`config.mk`:
```
export PLATFORM = sky130hd
export DESIGN_NAME = data_memory_arbiter
export DESIGN_NICKNAME = d
export VERILOG_FILES = /design/src/rtl/data_memory_arbiter.sv
export SDC_FILE = /design/constraint.sdc
export NUM_CORES = 1
export LEC_CHECK = 0
export CAP_MARGIN = 20
export CELL_PAD_IN_SITES_DETAIL_PLACEMENT = 1
export CELL_PAD_IN_SITES_GLOBAL_PLACEMENT = 2
export CORE_MARGIN = 1.5
export CORE_UTILIZATION = 10
export CTS_CLUSTER_DIAMETER = 60
export DETAILED_ROUTE_END_ITERATION = 6
export GPL_TIMING_DRIVEN = 0
export PLACE_DENSITY = 0.95
export SETUP_SLACK_MARGIN = 0.02
export SYNTH_ARGS = -nofsm -noshare
export SYNTH_HDL_FRONTEND = slang
export SYNTH_SLANG_ARGS = --single-unit
```
`constraint.sdc`:
```
create_clock -name clock -period 4.15 [get_ports clock]
set_clock_uncertainty 0.15 [all_clocks]
set_input_delay 0.6225 -clock clock [delete_from_list [all_inputs] [get_ports clock]]
set_output_delay 0.6225 -clock clock [all_outputs]
set_load 0.1 [all_outputs]
```
`src/rtl/data_memory_arbiter.sv`:
```
// Arbitrates the single-port data RAM between the CPU memory stage (priority) and a
// DMA/debug requester, with a starvation counter that forces a one-cycle DMA slot.
module data_memory_arbiter #(
  parameter int ADDR_SIZE    = 18,
  parameter int WORD_SIZE    = 18,
  parameter int STARVE_LIMIT = 4
) (
  input  logic                 clock,
  input  logic                 reset,
  input  logic                 cpu_active,
  input  logic [ADDR_SIZE-1:0] cpu_addr,
  input  logic                 cpu_write_enable,
  input  logic [WORD_SIZE-1:0] cpu_in,
  output logic                 cpu_stall,
  output logic [WORD_SIZE-1:0] cpu_read_data,
  input  logic                 dma_req,
  input  logic [ADDR_SIZE-1:0] dma_addr,
  input  logic                 dma_write_enable,
  input  logic [WORD_SIZE-1:0] dma_wdata,
  output logic                 dma_ack,
  output logic [WORD_SIZE-1:0] dma_rdata,
  output logic                 dma_rvalid,
  output logic [ADDR_SIZE-1:0] ram_addr,
  output logic                 ram_write_enable,
  output logic [WORD_SIZE-1:0] ram_in,
  input  logic [WORD_SIZE-1:0] ram_out
);

  localparam logic [3:0] LIMIT = 4'(STARVE_LIMIT);

  logic [3:0] starve_cnt_q, starve_cnt_d;
  logic       rd_owner_dma_q, rd_owner_dma_d;
  logic       force_dma_s;
  logic       dma_grant_s;
  logic       cpu_grant_s;

  // Grant decision and RAM port mux; all grants are suppressed while reset is high.
  always_comb begin
    force_dma_s      = dma_req && (starve_cnt_q == LIMIT);
    dma_grant_s      = !reset && dma_req && (!cpu_active || force_dma_s);
    cpu_grant_s      = !reset && cpu_active && !dma_grant_s;
    cpu_stall        = cpu_active && dma_grant_s;
    dma_ack          = dma_grant_s;
    ram_addr         = cpu_addr;
    ram_in           = cpu_in;
    ram_write_enable = cpu_grant_s && cpu_write_enable;
    if (dma_grant_s) begin
      ram_addr         = dma_addr;
      ram_in           = dma_wdata;
      ram_write_enable = dma_write_enable;
    end else begin
      ram_addr         = cpu_addr;
      ram_in           = cpu_in;
      ram_write_enable = cpu_grant_s && cpu_write_enable;
    end
  end

  // Starvation counter next state: saturates at the limit, where a forced grant follows.
  always_comb begin
    starve_cnt_d   = 4'd0;
    rd_owner_dma_d = dma_grant_s && !dma_write_enable;
    if (!dma_req || dma_grant_s) begin
      starve_cnt_d = 4'd0;
    end else if (starve_cnt_q == LIMIT) begin
      starve_cnt_d = starve_cnt_q;
    end else begin
      starve_cnt_d = starve_cnt_q + 4'd1;
    end
  end

  // State registers with synchronous reset.
  always_ff @(posedge clock) begin
    if (reset) begin
      starve_cnt_q   <= 4'd0;
      rd_owner_dma_q <= 1'b0;
    end else begin
      starve_cnt_q   <= starve_cnt_d;
      rd_owner_dma_q <= rd_owner_dma_d;
    end
  end

  // Read data comes straight from the RAM's registered output; a reset drops a pending return.
  always_comb begin
    cpu_read_data = ram_out;
    dma_rdata     = ram_out;
    dma_rvalid    = rd_owner_dma_q && !reset;
  end

endmodule

```
# Word-level counts from Yosys, hierarchy flattened
# Cells that the tools add are included.
[totals] regBits=5 inputBits=96
[op_classes] n_addsub=1 n_eq_ne=1 n_mux=3 n_reduce_logical=17
[op_table] cell="18-bit 2-to-1 mux" n=2
[op_table] cell="1-bit logical AND" n=9
[op_table] cell="1-bit zero test" n=5
[op_table] cell="4-bit by 1-bit adder with 4-bit output (second input constant)" n=1
[op_table] cell="4-bit by 3-bit equality test with 1-bit output (second input constant)" n=1
[op_table] cell="1-bit logical OR" n=2
[op_table] cell="2-bit OR reduction" n=1
[op_table] cell="1-bit 2-to-1 mux" n=1

# Logic depth before layout (Yosys ltp)
[depth] depth_word=8 mapped_depth=6

# Worst setup path after synthesis
# OpenSTA, ideal clock, no wires.
[synth_path] kind="input to output" startpoint="in dma_req" endpoint="out ram_write_enable" arrival_ns=2.340 required_time_ns=3.377 setup_slack_ns=1.037 path_stages=3 cell_sequence="nor2b_1 > nand2_1 > o22ai_1"
[synth_via] elab_chain_cells=7
[synth_lines] item="start, declared" line="16" rtl="input logic dma_req,"
[synth_lines] item="1-bit logical AND" line="39" rtl="force_dma_s = dma_req && (starve_cnt_q == LIMIT);"
[synth_lines] item="1-bit logical OR" line="40" rtl="dma_grant_s = !reset && dma_req && (!cpu_active || force_dma_s);"
[synth_lines] item="1-bit logical AND *" line="40"
[synth_lines] item="1-bit zero test" line="41" rtl="cpu_grant_s = !reset && cpu_active && !dma_grant_s;"
[synth_lines] item="1-bit logical AND" line="41"
[synth_lines] item="1-bit logical AND" line="54" rtl="ram_write_enable = cpu_grant_s && cpu_write_enable;"
[synth_lines] item="1-bit 2-to-1 mux *" line="47" rtl="if (dma_grant_s) begin"
[synth_lines] item="end, declared" line="24" rtl="output logic ram_write_enable,"
# Every way passes the cells marked *; elsewhere a longest branch is shown, timed or not.

# Final worst setup path
[layout_path] startpoint="in reset" endpoint="out ram_in[14]"
[layout_via] elab_chain_cells=4
[layout_lines] item="start, declared" line="9" rtl="input logic reset,"
[layout_lines] item="1-bit zero test" line="40"
[layout_lines] item="1-bit logical AND (2 in series)" line="40"
[layout_lines] item="18-bit 2-to-1 mux" line="47"
[layout_lines] item="end, declared" line="25" rtl="output logic [WORD_SIZE-1:0] ram_in,"
# Every way passes these cells.

==> impl_metrics.env <==
export IMPL_place_port_buffers=153
export IMPL_synth_avg_cell_area_sq_um=9.38
export IMPL_reg2reg_from="starve_cnt_q[0]"
export IMPL_setup_violations=0
export IMPL_finalHoldWorstSlack_ps=354
export IMPL_path_max_fanout=10
export IMPL_proportion_of_layout_cells_with_a_drive_suffix_above_1=0.302
export IMPL_cp_data_required_time_ps=3380
export IMPL_holdCritPathClass="reg2reg"
export IMPL_ys_warnings_count=0
export IMPL_setup_worst_path_class="in2out"
export IMPL_globalRouteTotalUtil=0.0813
export IMPL_timing_max_transition_violations_final=0
export IMPL_power_density_nw_per_um2=250
export IMPL_worst_slew_pin_slew_ps=1010
export IMPL_total_power_w=0.000699
export IMPL_timing_setup_tns_ps=0
export IMPL_synth_distinct_cells=21
export IMPL_reg2reg_setup_slack_ps=2810
export IMPL_grt_first_pass_wirelength_um=6540
export IMPL_floorplan_die_width_um=102
export IMPL_final_hold_violation_count=0
export IMPL_vias_per_cell=3.42
export IMPL_static_leakage_power_nw=1.30
export IMPL_place_worst_setup_slack_ps=6.16
export IMPL_regArea_sq_um=100
export IMPL_r2r_end="rd_owner_dma_q"
export IMPL_cts_hold_buffers_added=0
export IMPL_dr_total_vias=1350
export IMPL_worst_slack_ps=219
export IMPL_antenna_diode_count=0
export IMPL_synth_nets=203
export IMPL_clock_root_buffer="sky130_fd_sc_hd__clkbuf_8"
export IMPL_cts_root_to_sink_buffers=2
export IMPL_rr_worst_depth=5
export IMPL_final_min_clock_period_ps=3930
export IMPL_grt_start_max_net_pins=11
export IMPL_synth_sequential_area_ratio=0.102
export IMPL_synth_seq_cells=5
export IMPL_post_route_drc_count=0
export IMPL_worstHoldEndpoint="starve_cnt_q[0]"
export IMPL_hp_start="starve_cnt_q[0]"
export IMPL_mappedNetlistArea_sq_um=985
export IMPL_grt_antenna_before_repair=0
export IMPL_die_height_um=102
export IMPL_multi_input_area_sq_um=569
export IMPL_dp_hpwl_um=4310
export IMPL_fillerInstances=1131
export IMPL_fmax_ghz=0.254
export IMPL_core_area_sq_um=9640
export IMPL_drt_first_iter_violations=23
export IMPL_htree_num_levels=1
export IMPL_post_cts_buffers=0
export IMPL_min_delay_path_depth=1
export IMPL_number_of_detailed_route_iterations_in_the_first_pass=3
export IMPL_unrepaired_setup_endpoints_after_global_routing="no"
export IMPL_synthCells=105
export IMPL_layout_area_overhead_vs_synth_pct=184
export IMPL_min_period_over_period=0.947
export IMPL_max_cap_violations=0
export IMPL_maxSlewHeadroom=0.322
export IMPL_avgRoutedWirePerCell_um=12.3
export IMPL_clock_sink_count=5
export IMPL_grt_remaining_overflow=0
export IMPL_num_rows=36
export IMPL_cts_tree="built"
export IMPL_worstSkewPairLatency_ps=220
export IMPL_first_global_vias=1390
export IMPL_gp_congestion=0.745
export IMPL_final_cells=395
export IMPL_drtAntennaViolNets=0
export IMPL_cts_buffers_inserted=3
export IMPL_initial_core_util=0.102
export IMPL_worstSetupEndpointType="output pin"
export IMPL_drt_wl_total_um=4840
export IMPL_floorplan_die_area_sq_um=10500
export IMPL_final_net_count=361
export IMPL_critPathArrivalTime_ps=3160
export IMPL_ir_worst_vdd_v=0.0000989
export IMPL_status="completed"
export IMPL_dp_cells=391
export IMPL_worst_setup_hold_path_clk_slew_ps=40
export IMPL_ios=172
export IMPL_cp_start_kind="input port"
[where the power goes]
part / internal, W / switching [W]
registers: 0.0000491 / 0.000000555
clock network: 0.0000660 / 0.0000250
logic: 0.000178 / 0.000381
total: 0.000293 / 0.000406
[logic make-up (layout without fill, tap and decap cells)]
| kind of cell | after synthesis | count (layout) | share of synthesized area |
|---|---|---|---|
| buffers and inverters | 42 | 199 | 0.320 |
| muxes | 36 | 36 | 0.412 |
| AOI/OAI and AO/OA | 3 | 3 | 0.0305 |
| adders and majority gates | 2 | 2 | 0.0254 |
| xor gates and xnor gates | 2 | 2 | 0.0178 |
| and+or+nand+nor | 15 | 15 | 0.0928 |
| DFF | 5 | 5 | 0.102 |
[Yosys cell counts]
library cell	count	area, sq um
sky130_fd_sc_hd__o22ai_1	1	6.26
sky130_fd_sc_hd__mux2_1	1	11.3
sky130_fd_sc_hd__and3_1	1	6.26
sky130_fd_sc_hd__nand2_1	3	11.3
sky130_fd_sc_hd__dfxtp_1	5	100
sky130_fd_sc_hd__mux2_2	35	394
sky130_fd_sc_hd__nor2b_1	2	12.5
sky130_fd_sc_hd__buf_4	36	270
sky130_fd_sc_hd__xor2_1	1	8.76
sky130_fd_sc_hd__nor2_1	1	3.75
sky130_fd_sc_hd__nand2b_1	1	6.26
sky130_fd_sc_hd__inv_1	3	11.3
sky130_fd_sc_hd__nor3_1	4	20.0
sky130_fd_sc_hd__and2_1	1	6.26
sky130_fd_sc_hd__ha_1	2	25.0
sky130_fd_sc_hd__nand3b_4	1	20.0
sky130_fd_sc_hd__nand3_1	1	5.00
sky130_fd_sc_hd__o211ai_1	1	7.51
sky130_fd_sc_hd__buf_6	3	33.8
sky130_fd_sc_hd__a21oi_4	1	16.3
sky130_fd_sc_hd__xnor2_1	1	8.76
[final cells by class]
type                       count  area share
multi-input combinational     58       0.204
timing repair buffer         153       0.572
tap                          133      0.0596
sequential                     5      0.0358
clock buffer                   4      0.0161
inverter                       3     0.00403
buffer                        39       0.109
[stage by stage]
stage | util | area [sq um]
CTS | 0.283 | 2730
floorplan | - | 985
finish | 0.290 | 2790
global placement | 0.278 | 2680
global route | 0.290 | 2790
detailed placement | 0.278 | 2680
[worst max-delay path: stages]
cell and delay, ps:
sky130_fd_sc_hd__clkdlybuf4s50_1 460, sky130_fd_sc_hd__nand2b_1 270, sky130_fd_sc_hd__a21oi_4 400, sky130_fd_sc_hd__mux2_2 250, sky130_fd_sc_hd__clkdlybuf4s50_1 1150
[metal layers]
layer / up-vias / part of all wire / GRT usage / wire length (um)
met5: - / 0 / 0 / 0
met1: 620 / 0.30 / 0.0722 / 1460
li1: 638 / - / - / -
met4: 0 / 0.0087 / 0.0285 / 42
met2: 88 / 0.57 / 0.168 / 2780
met3: 4 / 0.11 / 0.0267 / 557
[flip-flops by register name (all words and copies together) (netlist names)]
register        cells
rd_owner_dma_q      1
starve_cnt_q        4
[placed cells by master, fill, tap and decap left out, types with 2 or more instances in the layout]
cell type                         netlist  layout
sky130_fd_sc_hd__nor2b_1                2       2
sky130_fd_sc_hd__dlymetal6s2s_1         0      27
sky130_fd_sc_hd__nor3_1                 4       4
sky130_fd_sc_hd__ha_1                   2       2
sky130_fd_sc_hd__buf_4                 36      36
sky130_fd_sc_hd__nand2_1                3       3
sky130_fd_sc_hd__inv_1                  3       3
sky130_fd_sc_hd__clkdlybuf4s50_1        0     124
sky130_fd_sc_hd__mux2_2                35      35
sky130_fd_sc_hd__dlygate4sd2_1          0       2
sky130_fd_sc_hd__clkbuf_8               0       3
sky130_fd_sc_hd__buf_6                  3       3
sky130_fd_sc_hd__dfxtp_1                5       5
[worst max-delay path by stage]
stage	end	from	slack, ps
after detailed placement	ram_addr[7]	reset	6
after global placement	ram_addr[7]	reset	10
after global routing	ram_addr[1]	reset	60
final	ram_in[14]	reset	220
after CTS	ram_addr[2]	reset	30
after floorplan	ram_write_enable	dma_req	1040
[timing repair]
action                     4_1_cts  5_1_grt
setup endpoints to repair        2       27
gates resized for setup          2       27
gates cloned                     0        0
pin swaps                        0        0
Power figures use the tool's default switching activity.
